==> config.mk <==
export PLATFORM = sky130hd
export DESIGN_NAME = if_id_stage
export DESIGN_NICKNAME = d
export VERILOG_FILES = /design/src/rtl/if_id_stage.sv
export SDC_FILE = /design/constraint.sdc
export NUM_CORES = 1
export LEC_CHECK = 0
export ABC_CLOCK_PERIOD_IN_PS = 3000
export CORE_MARGIN = 5
export CORE_UTILIZATION = 40
export CTS_BUF_LIST = sky130_fd_sc_hd__clkbuf_4 sky130_fd_sc_hd__clkbuf_8 sky130_fd_sc_hd__clkbuf_16
export DETAILED_ROUTE_END_ITERATION = 10
export GPL_TIMING_DRIVEN = 0
export PLACE_DENSITY = 0.73
export SKIP_LAST_GASP = 1
export SLEW_MARGIN = 20
export SYNTH_ARGS = -nofsm -noshare
export SYNTH_HDL_FRONTEND = slang
export SYNTH_SLANG_ARGS = --single-unit
export TNS_END_PERCENT = 30
==> constraint.sdc <==
create_clock -name CLOCK -period 3 [get_ports CLOCK]
set_clock_uncertainty 0.15 [all_clocks]
set_input_delay 0.75 -clock CLOCK [delete_from_list [all_inputs] [get_ports CLOCK]]
set_output_delay 0.75 -clock CLOCK [all_outputs]
set_load 0.05 [all_outputs]
==> src/rtl/if_id_stage.sv <==
// Instruction-fetch stage and IF/ID pipeline register.
// Holds the fetch PC and drives the instruction-memory address.
// Latches the fetched word for register-file decode.
// Detects load-use hazards, which stall fetch.
// Redirects and flushes on taken branches resolved in EX.
module if_id_stage #(
  parameter logic [31:0] RESET_PC  = 32'h0000_0000,
  parameter logic [31:0] NOP_WORD  = 32'h0000_0000,
  parameter int          CNT_WIDTH = 16
) (
  input  logic                 CLOCK,
  input  logic                 RESET,
  output logic [31:0]          IMEM_ADDR,
  input  logic [31:0]          IMEM_DATA,
  input  logic                 ID_EX_MemRead,
  input  logic [4:0]           ID_EX_RT,
  input  logic                 BranchTaken,
  input  logic [31:0]          BranchTarget,
  output logic [31:0]          PC,
  output logic [31:0]          Instruction,
  output logic [31:0]          PCPlus4,
  output logic                 Valid,
  output logic                 Stall,
  output logic [CNT_WIDTH-1:0] StallCount,
  output logic [CNT_WIDTH-1:0] FlushCount
);

  localparam logic [CNT_WIDTH-1:0] CNT_ONE = {{(CNT_WIDTH-1){1'b0}}, 1'b1};
  localparam logic [CNT_WIDTH-1:0] CNT_MAX = {CNT_WIDTH{1'b1}};

  logic [31:0] next_seq_pc;
  logic [4:0]  rs_field;
  logic [4:0]  rt_field;
  logic        do_flush;
  logic        do_stall;

  // The memory is combinational, so the address is the PC itself with no register between them.
  assign IMEM_ADDR   = PC;
  assign next_seq_pc = PC + 32'd4;
  assign rs_field    = Instruction[25:21];
  assign rt_field    = Instruction[20:16];

  // Load-use hazard check on the instruction in IF/ID; both fields are compared whatever the opcode.
  always_comb begin
    Stall = Valid & ID_EX_MemRead & (ID_EX_RT != 5'd0) &
            ((ID_EX_RT == rs_field) | (ID_EX_RT == rt_field));
  end

  // A taken branch is older than the stalled instruction, so the flush takes priority.
  always_comb begin
    do_flush = BranchTaken;
    do_stall = ~BranchTaken & Stall;
  end

  // PC and IF/ID register: flush inserts a bubble, stall holds, otherwise advance.
  always_ff @(posedge CLOCK or negedge RESET) begin
    if (!RESET) begin
      PC          <= RESET_PC;
      Instruction <= NOP_WORD;
      PCPlus4     <= 32'd0;
      Valid       <= 1'b0;
    end else if (do_flush) begin
      PC          <= {BranchTarget[31:2], 2'b00};
      Instruction <= NOP_WORD;
      PCPlus4     <= 32'd0;
      Valid       <= 1'b0;
    end else if (!do_stall) begin
      PC          <= next_seq_pc;
      Instruction <= IMEM_DATA;
      PCPlus4     <= next_seq_pc;
      Valid       <= 1'b1;
    end
  end

  // Saturating performance counters for stall cycles and flushes; they stick at all-ones.
  always_ff @(posedge CLOCK or negedge RESET) begin
    if (!RESET) begin
      StallCount <= '0;
      FlushCount <= '0;
    end else begin
      if (do_stall && StallCount != CNT_MAX) begin
        StallCount <= StallCount + CNT_ONE;
      end
      if (do_flush && FlushCount != CNT_MAX) begin
        FlushCount <= FlushCount + CNT_ONE;
      end
    end
  end

endmodule

# Word level (Yosys, flattened, before mapping)
# Index checks and enable logic that the tools add are counted.
[classes]
n_addsub = 3
n_eq_ne = 5
muxes = 7
n_bitwise = 6
reduce_logical = 3
[op_table]
columns = ["cell", "n"]
rows = [
  ["32-bit 2-to-1 mux", 5],
  ["16-bit by 1-bit adder with 16-bit output (second input constant)", 2],
  ["32-bit by 3-bit adder with 32-bit output (second input constant)", 1],
  ["16-bit != test (second input constant)", 2],
  ["5-bit equality test", 2],
  ["5-bit nonzero test", 1],
  ["1-bit bitwise AND", 4],
  ["1-bit logical AND", 2],
  ["1-bit 2-to-1 mux", 2],
  ["2-bit != test (second input constant)", 1],
  ["1-bit inverter", 1],
  ["1-bit bitwise OR", 1],
]
[word_totals]
register_bits = 129
in_bits = 73
wordCells = 30

# Depth between registers and ports, before layout
[depth]
depth_word = 6
ltp_mapped = 9

# Worst setup path after synthesis
# Ideal clock, no wire load.
[synth_timing]
path_type = "input -> output"
from = "in ID_EX_RT[1]"
to = "out Stall"
t_arrival_ns = 2.097
required_ns = 2.100
setup_slack_ns = 0.003
path_stages = 6
n_path_buf = 2
cell_sequence = "or4_4 > o211a_1 > buf_6 > nand2_2 > inv_2 > clkbuf_1"
[synth_via]
elab_chain_cells = 3
word_cells_on_any_way = 6
classes_between = "eq/ne (2); bitwise (3); reduce/logical (1)"
[synth_rtl]
columns = ["element", "line", "rtl"]
rows = [
  ["start: declaration", "16", "input logic [4:0] ID_EX_RT,"],
  ["5-bit equality test / 5-bit nonzero test (equally long branches)", "46, 45", ""],
  ["1-bit bitwise OR / 1-bit bitwise AND (equally long branches)", "46, 45", ""],
  ["1-bit bitwise AND *", "45", "Stall = Valid & ID_EX_MemRead & (ID_EX_RT != 5'd0) &"],
  ["end: declaration", "23", "output logic Stall,"],
]
# Every way passes the cells marked *; elsewhere a longest branch is shown, timed or not.

# Final worst setup path
# Ends and elaborated chain as after synthesis.

==> metrics.md <==
| Metric | Value |
|---|---|
| Final wirelength | `19800 um` |
| Tightest Pin Transition | `just over 600 ps` |
| Leakage | `~4 nW` |
| Critical path capture point type | `output pin` |
| Total I/O pin count | `around 240` |
| Area leader, netlist | `sky130_fd_sc_hd__dfrtp_1` |
| Post-synth top area share | `0.491` |
| Wire length of the first global-routing pass | `roughly 31000 um` |
| Register bit count reported by yosys | `between 100 and 150` |
| Final count of pins violating max slew | `0` |
| Normalized max-slew margin | `0.590` |
| Initial core utilization | `0.405` |
| Master cell of the clock root buffer | `sky130_fd_sc_hd__clkbuf_16` |
| Total half-perimeter wirelength after legalization and detailed placement | `between 10000 and 15000 um` |
| Core area | `~0.016 mm2` |
| Count of port buffers added during placement | `227` |
| Layout cells sized above 1 | `0.117` |
| Total Die Area | `0.0187 mm2` |
| Routability-driven placement congestion ratio | `around 0.81` |
| Dominant cell by count in the synthesized netlist | `sky130_fd_sc_hd__dfrtp_1` |
| Post-layout nets | `around 1000` |
| Unrepaired setup endpoints after global routing | `false` |
| Final antenna-violating net count | `0` |
| Number of antenna violations at the first check in global routing | `0` |
| Cell with the largest stage delay on the worst path | `sky130_fd_sc_hd__or4_4` |
| Stage delay of the slowest cell on the critical path | `roughly 540 ps` |
| Worst endpoint data arrival time | `just over 2000 ps` |
| Area Overhead vs Synth | `51.0%` |
| Launching element type of the critical path | `input pin` |
| Maximum achievable frequency | `338 MHz` |
| Cell area after synthesis | `0.00642 mm2` |
| Share of synthesized flip-flops with an asynchronous set or reset | `1.00` |
| Number of instances in the placed design | `roughly 1100` |
| Power density cells | `around 600 mW/mm2` |
| Violation count after the first detailed-routing iteration | `approximately 220` |
| Core Rows | `46` |
| Number of setup violations in the final report | `0` |
| Post-layout minimum cycle time | `about 3000 ps` |
| Maximum clock insertion buffer count | `2` |
| Max-cap violations | `0` |
| Synth Warn # | `0` |
| Sinks on Clock Net | `about 130` |
| Pin count of the biggest net entering global routing | `slightly above 90` |
| Insertion delay to the later sink of the worst-skew pair | `between 400 and 500 ps` |
| Detail-routed via count per cell | `4.86` |
| Result of the run | `completed` |
| Crit path max fanout | `3` |
| Distinct cells, synth | `43` |
| Number of global-route vias before repair | `5822` |
| Worst-path clk slew | `roughly 60 ps` |
| Number of hold violations in the final report | `0` |
| Via total after detailed routing | `between 5000 and 6000` |
| Hold buffer count at CTS | `0` |
| Period Utilization, post-route | `0.987` |
| Area of placed instances | `about 0.009 mm2` |
| DIE WIDTH | `~140 um` |
| Overall Global Routing Usage | `0.213` |
| Synth Flop Type | `sky130_fd_sc_hd__dfrtp_1` |
| Routed len/inst | `about 17 um` |
| Cell types with the largest area share after synthesis | `sky130_fd_sc_hd__dfrtp_1 (49%), sky130_fd_sc_hd__xnor2_1 (8.7%), sky130_fd_sc_hd__nand2_1 (7.2%), sky130_fd_sc_hd__a21oi_1 (4.6%), sky130_fd_sc_hd__buf_4 (4.3%)` |
| Number of remaining DRC errors | `0` |
| Post-Syn Instances | `682` |
| Cell Chain, Critical Path | `buf_6 -> or4_4 -> o211a_4 -> nand2_8 -> inv_4 -> clkbuf_16 -> buf_12` |
| Post-Route Hold Slack | `about 43 ps` |
| Seq/Total Area, Yosys | `0.491` |
| Number of buffers created by CTS | `17` |
| Fin cells | `~1200` |
| Class of the tightest hold or removal check | `input pin to asynchronous set/reset pin` |
| Worst setup path class | `input pin to output pin` |
| Top post-synthesis cells by count | `sky130_fd_sc_hd__dfrtp_1 (126), sky130_fd_sc_hd__nand2_1 (123), sky130_fd_sc_hd__xnor2_1 (64)` |
| Worst Path Required | `about 2100 ps` |
| Final std cell area, no fill | `a little under 0.01 mm2` |
| Post-Synthesis Mean Instance Area | `around 9.4 um2` |
| DIE HEIGHT | `approximately 140 um` |
| Highest ir drop seen on vdd | `between 0.4 and 0.5 mV` |
| Count of flip-flops with a built-in enable after synthesis | `0` |
| Detailed-routing iteration count for the pre-antenna-repair pass | `6` |
| Clock H-tree levels | `4` |
| TritonCTS clock tree | `yes` |
| Total congestion overflow after global routing | `0` |
[flip-flops by register name, summed over array words and instances, names as in the netlist]
| signal | count |
|---|---|
| FlushCount | 16 |
| PCPlus4 | 31 |
| Instruction | 32 |
| Valid | 1 |
| IMEM_ADDR | 30 |
| StallCount | 16 |
[power breakdown]
group / switching [mW] / leakage, nW / internal (mW)
logic: 1.08 / 2.22 / 0.631
registers: 0.193 / 1.61 / 1.85
clock network: 0.749 / 0.282 / 1.28
total: 2.02 / 4.12 / 3.76
[what timing repair did]
action                     CTS  global route
setup endpoints to repair   12             1
setup buffers                5             1
gates resized for setup     42             4
pin swaps                    2             5
[critical path, delay by kind of cell]
| family | cells | cell delay, ps |
|---|---|---|
| simple gates | 2 | 620 |
| buf+inv | 4 | 410 |
| compound gates | 1 | 270 |
[layer usage]
layer	track usage	part of all wire
met2	0.338	0.46
met3	0.0702	0.079
met4	0.0683	0.016
met5	0	0
met1	0.277	0.44
[metrics by stage]
stage                     TNS, ps  power, mW   util  setup slack [ps]
after floorplan                 0       3.12      -              3.32
after global placement    -548110       3.77  0.567             -4160
after detailed placement   -30050       3.78  0.569             -1400
after CTS                   -58.8       5.84  0.612             -58.8
after global routing            0       6.02  0.612              26.1
final                           0       5.79  0.612              38.8
[path summary, 6_finish.rpt]
kind | start | slack, ps | to | depth (start not counted)
setup reg to reg | Instruction[16] | 380 | IMEM_ADDR[26] | 9
setup / recovery | ID_EX_RT[1] | 40 | Stall | 7
hold reg to reg | FlushCount[6] | 350 | FlushCount[6] | 1
min in group CLOCK | FlushCount[6] | 350 | FlushCount[6] | 1
max in group asynchronous | RESET | 1880 | Instruction[5] | 2
hold / removal | RESET | 40 | FlushCount[4] | 1
[cells in the final DEF, fill, tap and decap left out, types with 3 or more instances in the layout]
cell                              netlist  layout
sky130_fd_sc_hd__xnor2_1               64      63
sky130_fd_sc_hd__a21boi_0               3       3
sky130_fd_sc_hd__a21oi_1               59      59
sky130_fd_sc_hd__nor3_1                 8       8
sky130_fd_sc_hd__clkinv_2               0       3
sky130_fd_sc_hd__buf_6                  4       4
sky130_fd_sc_hd__ha_1                   3       3
sky130_fd_sc_hd__and3_1                 9       9
sky130_fd_sc_hd__a211oi_1              29      29
sky130_fd_sc_hd__and4_1                 3       3
sky130_fd_sc_hd__inv_1                  6       6
sky130_fd_sc_hd__buf_2                 10      12
sky130_fd_sc_hd__nor2_1                51      51
sky130_fd_sc_hd__buf_4                 37      43
sky130_fd_sc_hd__nand3_1               23      23
sky130_fd_sc_hd__clkdlybuf4s50_1        0     220
sky130_fd_sc_hd__clkbuf_2               2       3
sky130_fd_sc_hd__nand4_1               20      20
sky130_fd_sc_hd__clkinvlp_4             0       3
sky130_fd_sc_hd__dfrtp_1              126     126
sky130_fd_sc_hd__o21ai_0               28      28
sky130_fd_sc_hd__xor2_1                28      28
sky130_fd_sc_hd__conb_1                 1       4
sky130_fd_sc_hd__clkbuf_1              21      20
sky130_fd_sc_hd__nand2_1              123     123
sky130_fd_sc_hd__clkbuf_16              0      18
[layout make-up]
class	instances	area [um2]
diodes	1	2.50
plain buffers	73	472
clock buffers	21	468
clock inverters	10	115
fillers	1413	6140
inverters	7	28.8
multi-input cells	478	2830
flip-flops and latches	126	3150
well taps	216	270
repair buffers	234	2350
[cell families (layout without fill, tap and decap cells)]
family | after synthesis | in the layout | synth area share
other cells | 1 | 5 | 0.000584
compound gates | 129 | 129 | 0.121
fa+ha+maj | 3 | 3 | 0.00585
xor+xnor | 92 | 92 | 0.126
mux | 2 | 2 | 0.00332
buf+inv | 81 | 345 | 0.0761
flops | 126 | 126 | 0.491
simple gates | 248 | 248 | 0.177
Power figures use the tool's default switching activity.
